$ cat config.mk
export PLATFORM = sky130hd
export DESIGN_NAME = mul32_seq_flat
export DESIGN_NICKNAME = d
export VERILOG_FILES = /design/src/rtl/mul32_seq_if.sv /design/src/rtl/mul32_seq.sv /design/src/flat_wrapper.sv
export SDC_FILE = /design/constraint.sdc
export NUM_CORES = 1
export LEC_CHECK = 0
export CORE_UTILIZATION = 40
export CTS_BUF_LIST = sky130_fd_sc_hd__clkbuf_2 sky130_fd_sc_hd__clkbuf_4 sky130_fd_sc_hd__clkbuf_8
export CTS_CLUSTER_SIZE = 16
export DETAILED_ROUTE_END_ITERATION = 12
export HOLD_SLACK_MARGIN = 0.05
export PLACE_DENSITY = 0.66
export SYNTH_ARGS = -nofsm -noshare
export SYNTH_HDL_FRONTEND = slang
export SYNTH_SLANG_ARGS = --single-unit
$ cat constraint.sdc
create_clock -name clk -period 11.6 [get_ports clk]
set_input_delay 1.16 -clock clk [delete_from_list [all_inputs] [get_ports clk]]
set_output_delay 1.16 -clock clk [all_outputs]
set_load 0.1 [all_outputs]
$ cat src/rtl/mul32_seq_if.sv
// Request/response bundle between the EX-stage pipeline control and the
// sequential 32x32 multiplier.
interface mul32_seq_if;
    logic        start;
    logic        is_signed;
    logic [31:0] a;
    logic [31:0] b;
    logic        busy;
    logic        done;
    logic [63:0] p;

    modport master (
        output start, is_signed, a, b,
        input  busy, done, p
    );

    modport slave (
        input  start, is_signed, a, b,
        output busy, done, p
    );
endinterface

$ cat src/rtl/mul32_seq.sv
// Radix-2 shift-add 32x32 multiplier (signed/unsigned) built around a single
// carry-lookahead adder; busy/done handshake toward the pipeline stall logic.
module cla32 (
    input  logic [31:0] a,
    input  logic [31:0] b,
    input  logic        ci,
    output logic [31:0] s
);
    logic [31:0] g_s;
    logic [31:0] p_s;
    logic [31:0] c_s;
    logic        grp_c_s;
    logic        bit_c_s;

    function automatic logic grp_gen(input logic [3:0] g, input logic [3:0] p);
        return g[3] | (p[3] & g[2]) | (p[3] & p[2] & g[1]) | (p[3] & p[2] & p[1] & g[0]);
    endfunction

    // 4-bit groups; group carries come from group generate/propagate lookahead
    always_comb begin
        g_s     = a & b;
        p_s     = a ^ b;
        c_s     = 32'd0;
        grp_c_s = ci;
        bit_c_s = 1'b0;
        for (int i = 0; i < 8; i++) begin
            bit_c_s = grp_c_s;
            for (int k = 0; k < 4; k++) begin
                c_s[4*i+k] = bit_c_s;
                bit_c_s    = g_s[4*i+k] | (p_s[4*i+k] & bit_c_s);
            end
            grp_c_s = grp_gen(g_s[4*i +: 4], p_s[4*i +: 4]) | ((&p_s[4*i +: 4]) & grp_c_s);
        end
        s = p_s ^ c_s;
    end
endmodule

module mul32_seq (
    input  logic        clk,
    input  logic        clrn,
    mul32_seq_if.slave  bus
);
    typedef enum logic [1:0] {
        IDLE = 2'd0,
        CALC = 2'd1,
        NEG  = 2'd2,
        DONE = 2'd3
    } state_t;

    state_t      state_r;
    state_t      state_next_s;
    logic [31:0] mc_r;
    logic [31:0] mq_r;
    logic [31:0] hi_r;
    logic [4:0]  cnt_r;
    logic        neg_r;
    logic [63:0] p_r;
    logic        busy_r;
    logic        done_r;
    logic [31:0] addend_s;
    logic [31:0] sum_s;
    logic        cout_s;

    // 0x80000000 stays 0x80000000 and is then read as unsigned 2^31
    function automatic logic [31:0] mag32(input logic [31:0] x, input logic sgn);
        return (sgn && x[31]) ? (~x + 32'd1) : x;
    endfunction

    assign addend_s = mq_r[0] ? mc_r : 32'd0;

    cla32 u_cla (
        .a  (hi_r),
        .b  (addend_s),
        .ci (1'b0),
        .s  (sum_s)
    );

    assign cout_s = (hi_r[31] & addend_s[31]) | ((hi_r[31] | addend_s[31]) & ~sum_s[31]);

    // Next-state decode
    always_comb begin
        state_next_s = state_r;
        case (state_r)
            IDLE: begin
                if (bus.start) state_next_s = CALC;
                else           state_next_s = IDLE;
            end
            CALC: begin
                if (cnt_r == 5'd31) state_next_s = neg_r ? NEG : DONE;
                else                state_next_s = CALC;
            end
            NEG:     state_next_s = DONE;
            DONE:    state_next_s = IDLE;
            default: state_next_s = IDLE;
        endcase
    end

    // State, datapath and registered handshake outputs
    always_ff @(posedge clk) begin
        if (!clrn) begin
            state_r <= IDLE;
            mc_r    <= 32'd0;
            mq_r    <= 32'd0;
            hi_r    <= 32'd0;
            cnt_r   <= 5'd0;
            neg_r   <= 1'b0;
            p_r     <= 64'd0;
            busy_r  <= 1'b0;
            done_r  <= 1'b0;
        end else begin
            state_r <= state_next_s;
            busy_r  <= (state_next_s != IDLE);
            done_r  <= (state_next_s == DONE);
            case (state_r)
                IDLE: begin
                    if (bus.start) begin
                        mc_r  <= mag32(bus.a, bus.is_signed);
                        mq_r  <= mag32(bus.b, bus.is_signed);
                        neg_r <= bus.is_signed & (bus.a[31] ^ bus.b[31]);
                        hi_r  <= 32'd0;
                        cnt_r <= 5'd0;
                    end
                end
                CALC: begin
                    // {hi, mq} <= {cout, s, mq} >> 1; lo accumulates in mq
                    hi_r  <= {cout_s, sum_s[31:1]};
                    mq_r  <= {sum_s[0], mq_r[31:1]};
                    cnt_r <= cnt_r + 5'd1;
                    if (cnt_r == 5'd31 && !neg_r) begin
                        p_r <= {cout_s, sum_s, mq_r[31:1]};
                    end
                end
                NEG:     p_r <= ~{hi_r, mq_r} + 64'd1;
                DONE:    p_r <= p_r;
                default: p_r <= p_r;
            endcase
        end
    end

    assign bus.busy = busy_r;
    assign bus.done = done_r;
    assign bus.p    = p_r;
endmodule

$ cat src/flat_wrapper.sv
// flat-port wrapper written by rule: the top's interface ports become plain ports
module mul32_seq_flat 
  (clk, clrn, bus_start, bus_is_signed, bus_a, bus_b, bus_busy, bus_done, bus_p);
  mul32_seq_if bus_i ();
  input  logic clk;
  input  logic clrn;
  input wire logic [$bits(bus_i.start)-1:0] bus_start;
  input wire logic [$bits(bus_i.is_signed)-1:0] bus_is_signed;
  input wire logic [$bits(bus_i.a)-1:0] bus_a;
  input wire logic [$bits(bus_i.b)-1:0] bus_b;
  output wire logic [$bits(bus_i.busy)-1:0] bus_busy;
  output wire logic [$bits(bus_i.done)-1:0] bus_done;
  output wire logic [$bits(bus_i.p)-1:0] bus_p;
  assign bus_i.start = bus_start;
  assign bus_i.is_signed = bus_is_signed;
  assign bus_i.a = bus_a;
  assign bus_i.b = bus_b;
  assign bus_busy = bus_i.busy;
  assign bus_done = bus_i.done;
  assign bus_p = bus_i.p;
  mul32_seq u_core (.clk(clk), .clrn(clrn), .bus(bus_i));
endmodule
## Word-level counts from Yosys, hierarchy flattened

Index checks and enable logic that the tools add are counted.

- Logic and storage cells: 179
- Register bits after elaboration: 170
- Output and inout port bits: 66
- Input port bits: 68

- Mux-type cells: 15
- Reductions and logical operators: 17
- Equality and inequality tests: 7
- Add/subtract/negate cells: 4
- Bitwise logic cells: 127

Operators by type and width:

| kind | number |
|---|---|
| 32-bit two-way mux | 5 |
| 32-bit one-hot mux with 2 select lines | 2 |
| 64-bit one-hot mux with 2 select lines | 1 |
| 1-bit bitwise AND | 67 |
| 32-bit by 1-bit adder with 32-bit output (second input constant) | 2 |
| 64-bit by 1-bit adder with 64-bit output (second input constant) | 1 |
| 64-bit two-way mux | 1 |
| 32-bit inverter | 2 |
| 64-bit inverter | 1 |
| 32-bit XOR | 2 |
| 1-bit OR | 52 |
| 31-bit bitwise AND | 1 |
| 4-bit AND reduction | 6 |
| 5-bit one-hot mux with 2 select lines | 1 |
| 2-bit one-hot mux with 4 select lines | 1 |
| 2-bit == test (second input constant) | 3 |
| 2-bit AND reduction | 3 |
| 2-bit nonzero test | 3 |
| 5-bit by 1-bit adder with 5-bit output (second input constant) | 1 |
| 5-bit == test (second input constant) | 1 |
| 5-bit two-way mux | 1 |
| 1-bit logical AND | 3 |
| 2-bit by 1-bit == test with 1-bit output (second input constant) | 1 |
| 2-bit logical NOT | 1 |
| 7 further kinds | 8 |

## Longest topological paths before layout

Gate-level depths: netlist of the first run.

- Depth after elaboration: 30
- Mapped depth: 19
- Gate-level depth less buffers: 17

## Modules after synthesis

From an unflattened synthesis of the first run, not the netlist that was laid out.

- Cell total of the unflattened synthesis: 1357
- Area, all modules: 11145.7 µm²

Modules (own cells, without submodules):

| module | area an instance (µm²) | cells an instance | instances | sequential area each (µm²) |
|---|---|---|---|---|
| mul32_seq | 9887.0 | 1237 | 1 | 3403.3 |
| cla32 | 1258.7 | 120 | 1 | 0.0 |

## Least setup slack after synthesis of the first run

OpenSTA, ideal clock, no wires.

- Path type: register to register
- From: register u_core.mq_r[0]
- To: register u_core.p_r[62] (netlist: u_core.bus.p[62])
- Clock period less this slack: 3.978 ns
- Required time: 11.485 ns
- Buffers on the path: 2
- Setup time: 0.115 ns
- Path slack: 7.622 ns
- Arrival time: 3.863 ns
- Stages on the path, launching flop included: 20
- Path through: dfxtp_1 > clkbuf_1 > clkbuf_1 > nand2_1 > inv_1 > ha_1 > a21oi_1 > o21ai_0 > a221oi_1 > o21ai_0 > a31oi_1 > o211a_1 > fa_1 > fa_1 > inv_1 > fa_1 > fa_1 > nand2_1 > a21oi_1 > o21a_1

- Word-level cells in the longest chain between the ends: 27
- Elaborated cells between the ends (all ways): 88
- Classes of those cells: add/sub (1); mux (3); bitwise (78); reduce/logical (6)

Ends and longest elaborated chain:

| element | RTL line | source |
|---|---|---|
| start, declared | mul32_seq.sv:53 | `logic [31:0] mq_r;` |
| start signal, assigned | mul32_seq.sv:118 | `mq_r <= mag32(bus.b, bus.is_signed);` |
| start signal, assigned | mul32_seq.sv:127 | `mq_r <= {sum_s[0], mq_r[31:1]};` |
| 32-bit two-way mux | mul32_seq.sv:69 | `assign addend_s = mq_r[0] ? mc_r : 32'd0;` |
| 32-bit XOR or 31-bit bitwise AND (tied branches) | mul32_seq.sv:22, mul32_seq.sv:21 |  |
| 1-bit bitwise AND | mul32_seq.sv:16 | `return g[3] \| (p[3] & g[2]) \| (p[3] & p[2] & g[1]) \| (p[3] & p[2] & p[1] & g[0]);` |
| 1-bit OR or 1-bit bitwise AND (tied branches) (2 in a row) | mul32_seq.sv:16 |  |
| 1-bit OR | mul32_seq.sv:16 |  |
| 1-bit bitwise AND | mul32_seq.sv:32 | `grp_c_s = grp_gen(g_s[4*i +: 4], p_s[4*i +: 4]) \| ((&p_s[4*i +: 4]) & grp_c_s);` |
| 1-bit OR | mul32_seq.sv:32 |  |
| 1-bit bitwise AND | mul32_seq.sv:32 |  |
| (+10 left out) | - |  |
| 1-bit OR | mul32_seq.sv:30 | `bit_c_s = g_s[4*i+k] \| (p_s[4*i+k] & bit_c_s);` |
| 1-bit bitwise AND | mul32_seq.sv:30 |  |
| 1-bit OR | mul32_seq.sv:30 |  |
| 1-bit bitwise AND | mul32_seq.sv:30 |  |
| 1-bit OR | mul32_seq.sv:30 |  |
| 32-bit XOR | mul32_seq.sv:34 | `s = p_s ^ c_s;` |
| 64-bit two-way mux | mul32_seq.sv:129 | `if (cnt_r == 5'd31 && !neg_r) begin` |
| 64-bit one-hot mux with 2 select lines (*) | mul32_seq.sv:114 | `case (state_r)` |
| end signal, assigned | mul32_seq.sv:130 | `p_r <= {cout_s, sum_s, mq_r[31:1]};` |
| end signal, assigned | mul32_seq.sv:133 | `NEG: p_r <= ~{hi_r, mq_r} + 64'd1;` |
| end signal, assigned | mul32_seq.sv:134 | `DONE: p_r <= p_r;` |
| end, declared | mul32_seq.sv:57 | `logic [63:0] p_r;` |

Every way passes the cells marked *; elsewhere a longest branch is shown, timed or not. The select of a mux whose other input is x is not followed.
A chain may end at the register's enable or synchronous reset.

## Final worst setup path of the first run

Same ends and word-level chain as after synthesis.

==> flow_summary.json, run 1 <==
{
  "outcome": "finished, final reports clean",
  "arrival_ps": 5090,
  "netlist-cell-type-count": 59,
  "grt_max_degree": 78,
  "rsz0062_at_grt": "no",
  "die_h_um": 167,
  "rows": 60,
  "fillers": 2608,
  "syn_area_per_cell_um2": 7.83,
  "grt_use_met2": 0.371,
  "min_path_cells": 2,
  "wl_per_cell_um": 18.3,
  "synth_edf_count": 0,
  "finalMaxSlewViolations": 0,
  "start_util": 0.406,
  "place_hpwl_um": 22900,
  "hp-start": "u_core.bus.p[0]",
  "ys_warn_count": 0,
  "finalCritPeriodShare": 0.407,
  "synthCells": 1390,
  "antenna_cells": 0,
  "vias_per_cell": 5.78,
  "synth_top_family_by_area": "simple AND/OR/NAND/NOR gates",
  "worstPathMaxFanout": 24,
  "cts_tree": "built",
  "clock_sinks": 170,
  "numCtsBuffers": 17,
  "finalSetupTns_ps": 0,
  "netlist.area_leader.share": 0.313,
  "clockBufferDepth": 2,
  "final_util": 0.475,
  "synthMuxAreaShare": 0.00656,
  "whs_ps": 468,
  "cts_resized": 0,
  "yosysSeqAreaShare": 0.313,
  "grtUsageTotal": 0.238,
  "crit_path_end_kind": "flip-flop",
  "cts.htree.levels": 4,
  "grt_pass1_vias": 9731,
  "slew_headroom": 0.287,
  "fin_nets": 1579,
  "fin_skew_ps": 17.4,
  "io_buffers": 133,
  "core_mm2": 0.0268,
  "root_buffer": "clkbuf_8",
  "critical_path.startpoint": "u_core.mq_r[0]",
  "setup_viol": 0,
  "die_area_mm2": 0.0279,
  "drcViolationCount": 0,
  "finalWeightedCongestion": 0.902,
  "drt-total-wl_um": 33000,
  "yosysTopAreaCell": "dfxtp_1",
  "clk_pin_slew_ps": 90,
  "p_per_area_mw_per_mm2": 103,
  "tightest_slew_ps": 1070,
  "syn_to_final_growth_pct": 17.0,
  "grt_pass1_wl_um": 53000,
  "die_w_um": 167,
  "dr.pass1.iters": 5,
  "synth_nets": 1515,
  "drt-initial-drc-count": 1048,
  "hold_viol_final": 0,
  "grt_busiest_layer": "met2",
  "num_io_pins": 134,
  "grtUsageMet3": 0.0371,
  "synth-async-reset-ratio": 0,
  "num_vias": 10400,
  "hold_path_end": "u_core.bus.p[0]",
  "r2r_start": "u_core.mq_r[0]",
  "synth_area_leaders": "dfxtp_1 (31%), nand2_1 (5.8%), xnor2_1 (4.7%), o21ai_0 (4.5%), fa_1 (4.4%)",
  "drive_gt1_frac": 0.0423,
  "ys_seq_elements": 170,
  "antenna_found_initial": 0,
  "synth-compound-area-share": 0.211,
  "r2r_end": "u_core.bus.p[62]",
  "netlist_area_mm2": 0.0109,
  "synthAdderAreaFrac": 0.0821,
  "hold_buffers": 0,
  "cp-start-kind": "flip-flop",
  "fin_crit_ps": 4720,
  "synthSimpleGateAreaFrac": 0.250,
  "synth_flop_cell": "dfxtp_1",
  "post_cts_buffers": 0,
  "clk_latency_ps": 480,
  "grt_overflow": 0,
  "cp.required_ps": 11970,
  "leakage_nw": 4.93,
  "path_class": "reg2reg",
  "ant_nets": 0,
  "yosys.area_share.xor_xnor": 0.0796,
  "peakVddDrop_v": 0.0000598,
  "drv_cap": 0,
  "fmax_mhz": 212,
  "hold_path_class": "reg2reg",
  "r2r_slack_ps": 6880,
  "global_route.usage.met1": 0.337,
  "r2r_cells": 17
}
==> flip-flops by register name (all words and copies together) (netlist names) <==
signal,count
u_core.bus.p,64
u_core.state_r,2
u_core.cnt_r,5
u_core.hi_r,32
u_core.mc_r,32
u_core.bus.busy,1
u_core.bus.done,1
u_core.mq_r,32
u_core.neg_r,1
==> critical path: stages, from the launching register on <==
cell and delay [ps]:
dfxtp_1 820, nand2_1 200, inv_1 100, ha_1 230, a21oi_1 130, o21ai_0 130
a221oi_1 640, o21ai_0 250, a31oi_1 300, o211a_1 240, fa_1 190, fa_1 170
inv_1 50, fa_1 390, fa_1 460, nand2_1 70, a21oi_1 60, o21a_1 190
==> report_power, final <==
part           internal, W  leakage (nW)  switching, W
combinational     0.000100          3.36      0.000146
sequential        0.000606          1.38     0.0000340
clock             0.000177         0.187      0.000244
==> worst max path at each step <==
stage,slack (ps),cells after the start,end
after floorplan,7620,19,u_core.bus.p[62]
after global placement,7010,17,u_core.bus.p[62]
after detailed placement,6870,17,u_core.bus.p[62]
after CTS,6850,17,u_core.bus.p[62]
after global routing,6460,17,u_core.bus.p[62]
final,6880,17,u_core.bus.p[62]
==> Yosys cell counts, drive strengths merged, types with 11 or more instances <==
cell type  number
nand3          63
inv            62
fa             24
a211oi         12
o21a           18
buf            19
or4            32
xor2           39
ha             33
o21ai          97
and2           48
o211a          22
nor2           92
o22ai          13
clkbuf         81
nand4          13
o31ai          11
nor4           27
nand2         167
xnor2          59
dfxtp         170
a21boi         11
or3            14
a22oi          15
a21oi          81
nor3           48
a22o           18
a31oi          17
==> cell families (layout without fill, tap and decap cells) <==
| group | after synthesis | after routing |
|---|---|---|
| xor gates and xnor gates | 98 | 98 |
| AOI/OAI and AO/OA | 354 | 354 |
| buffers and inverters | 162 | 239 |
| DFF | 170 | 170 |
| adders and majority gates | 57 | 57 |
| muxes | 7 | 7 |
| and+or+nand+nor | 542 | 542 |
==> metrics by stage <==
step / total power [W] / instances / worst slack (ps) / cell area (um2)
floorplan: 0.000810 / 1390 / 7620 / 10900
global placement: 0.000893 / 1776 / 7010 / 12400
detailed placement: 0.000896 / 1776 / 6870 / 12400
CTS: 0.00131 / 1808 / 6850 / 12700
global route: 0.00137 / 1808 / 6460 / 12700
finish: 0.00131 / 1808 / 6880 / 12700
==> cell usage in the layout (no fill, tap or decap), drive strengths merged, types with 8 or more instances in the layout <==
cell type | synthesis | routed
nand3 | 63 | 63
o22ai | 13 | 13
dfxtp | 170 | 170
buf | 19 | 13
o21a | 18 | 18
o21ai | 97 | 97
o221ai | 8 | 8
xnor2 | 59 | 59
or3 | 14 | 14
a22oi | 15 | 15
ha | 33 | 33
inv | 62 | 67
or4 | 32 | 32
o31ai | 11 | 11
nand2 | 167 | 167
nor4 | 27 | 27
nor3 | 48 | 48
and2 | 48 | 48
o211a | 22 | 22
nand4 | 13 | 13
clkdlybuf4s50 | 0 | 132
a22o | 18 | 18
xor2 | 39 | 39
clkbuf | 81 | 18
nor2 | 92 | 92
a21boi | 11 | 11
a211oi | 12 | 12
a21oi | 81 | 81
a31oi | 17 | 17
fa | 24 | 24
==> per-layer routing <==
metal,part of all wire,vias to the layer above
li1,-,5058
met1,0.47,4987
met2,0.45,365
met3,0.064,32
met4,0.014,0
met5,0,-
==> area by class of cell <==
| type | instances | area, um2 | share of cell area |
|---|---|---|---|
| multi-input cells | 1058 | 6870 | 0.540 |
| flip-flops and latches | 170 | 3400 | 0.267 |
| repair buffers | 145 | 1420 | 0.111 |
| well taps | 341 | 427 | 0.0335 |
| clock buffers | 18 | 241 | 0.0190 |
| inverters | 62 | 233 | 0.0183 |
| clock inverters | 14 | 138 | 0.0108 |
No activity file was read; power rests on OpenSTA's default activity.
==> run 2, diff against run 1 <==
clock period = 4.9 ns   (was 11.6 ns; I/O delays follow)
==> flow_summary.json, run 2 (synthesis gave the netlist of run 1 again) <==
{
  "fillers": 2640,
  "clockBufferDepth": 2,
  "postLayoutCellArea_mm2": 0.0128,
  "fmax_mhz": 221,
  "cpMostUsedCell": "fa_1",
  "rows": 60,
  "fin_nets": 1581,
  "grt_pass1_vias": 9545,
  "fin_skew_ps": 17.8,
  "cts.htree.levels": 4,
  "grtUsageTotal": 0.239,
  "dpl_cell_area_mm2": 0.0124,
  "hold_path_class": "reg2reg",
  "antenna_found_initial": 1,
  "antenna_cells": 0,
  "drt-initial-drc-count": 843,
  "vias_per_cell": 5.78,
  "slowest_delay_ps": 720,
  "wl_met1_um": 16300,
  "path_cells": "nand2_1 > inv_1 > ha_1 > a21oi_1 > o21ai_0 > a221oi_1 > o21ai_0 > a31oi_1 > o211a_1 > fa_1 > fa_1 > inv_1 > fa_1 > fa_1 > nand2_1 > a21oi_1 > o21a_1",
  "peakVddDrop_v": 0.000150,
  "num_io_pins": 134,
  "layout.area.seq_mm2": 0.00340,
  "num_vias": 10500,
  "p_per_area_mw_per_mm2": 244,
  "clk_latency_ps": 480,
  "dr.pass1.iters": 7,
  "finalSetupTns_ps": 0,
  "syn_to_final_growth_pct": 17.3,
  "largest_reg_flops": 64,
  "core_mm2": 0.0268,
  "ant_nets": 0,
  "rsz0062_at_grt": "no",
  "start_util": 0.406,
  "wl_met2_um": 15100,
  "post_cts_buffers": 0,
  "drcViolationCount": 0,
  "finalCritPeriodShare": 0.922,
  "die_h_um": 167,
  "layout_common_cells": "dfxtp_1 (170), nand2_1 (167), clkdlybuf4s50_1 (132), o21ai_0 (97), nor2_1 (91)",
  "drv_cap": 0,
  "outcome": "finished, final reports clean",
  "final_common_cell": "dfxtp_1",
  "critPathSlowestCell": "dfxtp_1",
  "hold_viol_final": 0,
  "finalMaxSlewViolations": 0,
  "place_hpwl_um": 23800,
  "leakage_nw": 4.95,
  "cts_tree": "built",
  "die_w_um": 167,
  "wl_per_cell_um": 18.6,
  "path_class": "reg2reg",
  "met3_length_um": 1600,
  "multi_input_area_mm2": 0.00687,
  "drive_gt1_frac": 0.0436,
  "cp.required_ps": 5270,
  "highest_layer": "met5",
  "cp-start-kind": "flip-flop",
  "numCtsBuffers": 17,
  "worstPathMaxFanout": 15,
  "tightest_slew_ps": 1050,
  "slew_headroom": 0.300,
  "setup_viol": 0,
  "drt-total-wl_um": 33600,
  "grt_pass1_wl_um": 53100,
  "crit_path_end_kind": "flip-flop",
  "grt_max_degree": 82,
  "arrival_ps": 4880,
  "die_area_mm2": 0.0279,
  "hold_buffers": 0,
  "clock_sinks": 170,
  "cts_resized": 0,
  "clk_pin_slew_ps": 90,
  "root_buffer": "clkbuf_8",
  "finalWeightedCongestion": 0.932,
  "fin_crit_ps": 4520,
  "io_buffers": 133,
  "grt_overflow": 0
}
-- run 2: area by class of cell --
type,instances,share of cell area
inverters,62,0.0182
repair buffers,147,0.112
clock buffers,19,0.0205
well taps,341,0.0334
multi-input cells,1058,0.538
clock inverters,13,0.0105
flip-flops and latches,170,0.267
-- run 2: worst paths after layout --
path | startpoint | cells after the start | to | slack, ps
worst max-delay path | u_core.mq_r[0] | 17 | u_core.bus.p[62] | 380
worst min-delay path | u_core.bus.p[0] | 2 | u_core.bus.p[0] | 470
worst max register to register | u_core.mq_r[0] | 17 | u_core.bus.p[62] | 380
worst min register to register | u_core.bus.p[0] | 2 | u_core.bus.p[0] | 470
-- run 2: per-layer routing --
metal  GRT usage  vias to the layer above
li1            -                     5071
met1       0.344                     5027
met2       0.375                      316
met3      0.0280                       39
met4      0.0664                        2
met5           0                        -
-- run 2: worst max-delay path: cells and delay by family, from the launching register on --
family,cells,cell delay [ps]
flip-flops,1,720
AO/OA/AOI/OAI,8,1870
AND/OR/NAND/NOR,2,280
buffers and inverters,2,150
adder cells (fa/ha/maj),5,1400
-- run 2: stage by stage --
stage          hold slack, ps  total power (W)  cells   util  worst slack [ps]
3_3_place_gp              450          0.00212   1778  0.461               523
2_1_floorplan             432          0.00192   1390      -               922
3_5_place_dp              466          0.00212   1778  0.461               448
5_1_grt                   507          0.00326   1810  0.476              91.6
4_1_cts                   478          0.00312   1810  0.476               422
6_report                  474          0.00312   1810  0.476               383
-- run 2: report_power, final --
part | switching, W | total (W) | internal (W)
Sequential | 0.0000805 | 0.00151 | 0.00143
Combinational | 0.000346 | 0.000584 | 0.000238
Clock | 0.000576 | 0.00102 | 0.000444
Total | 0.00100 | 0.00312 | 0.00212
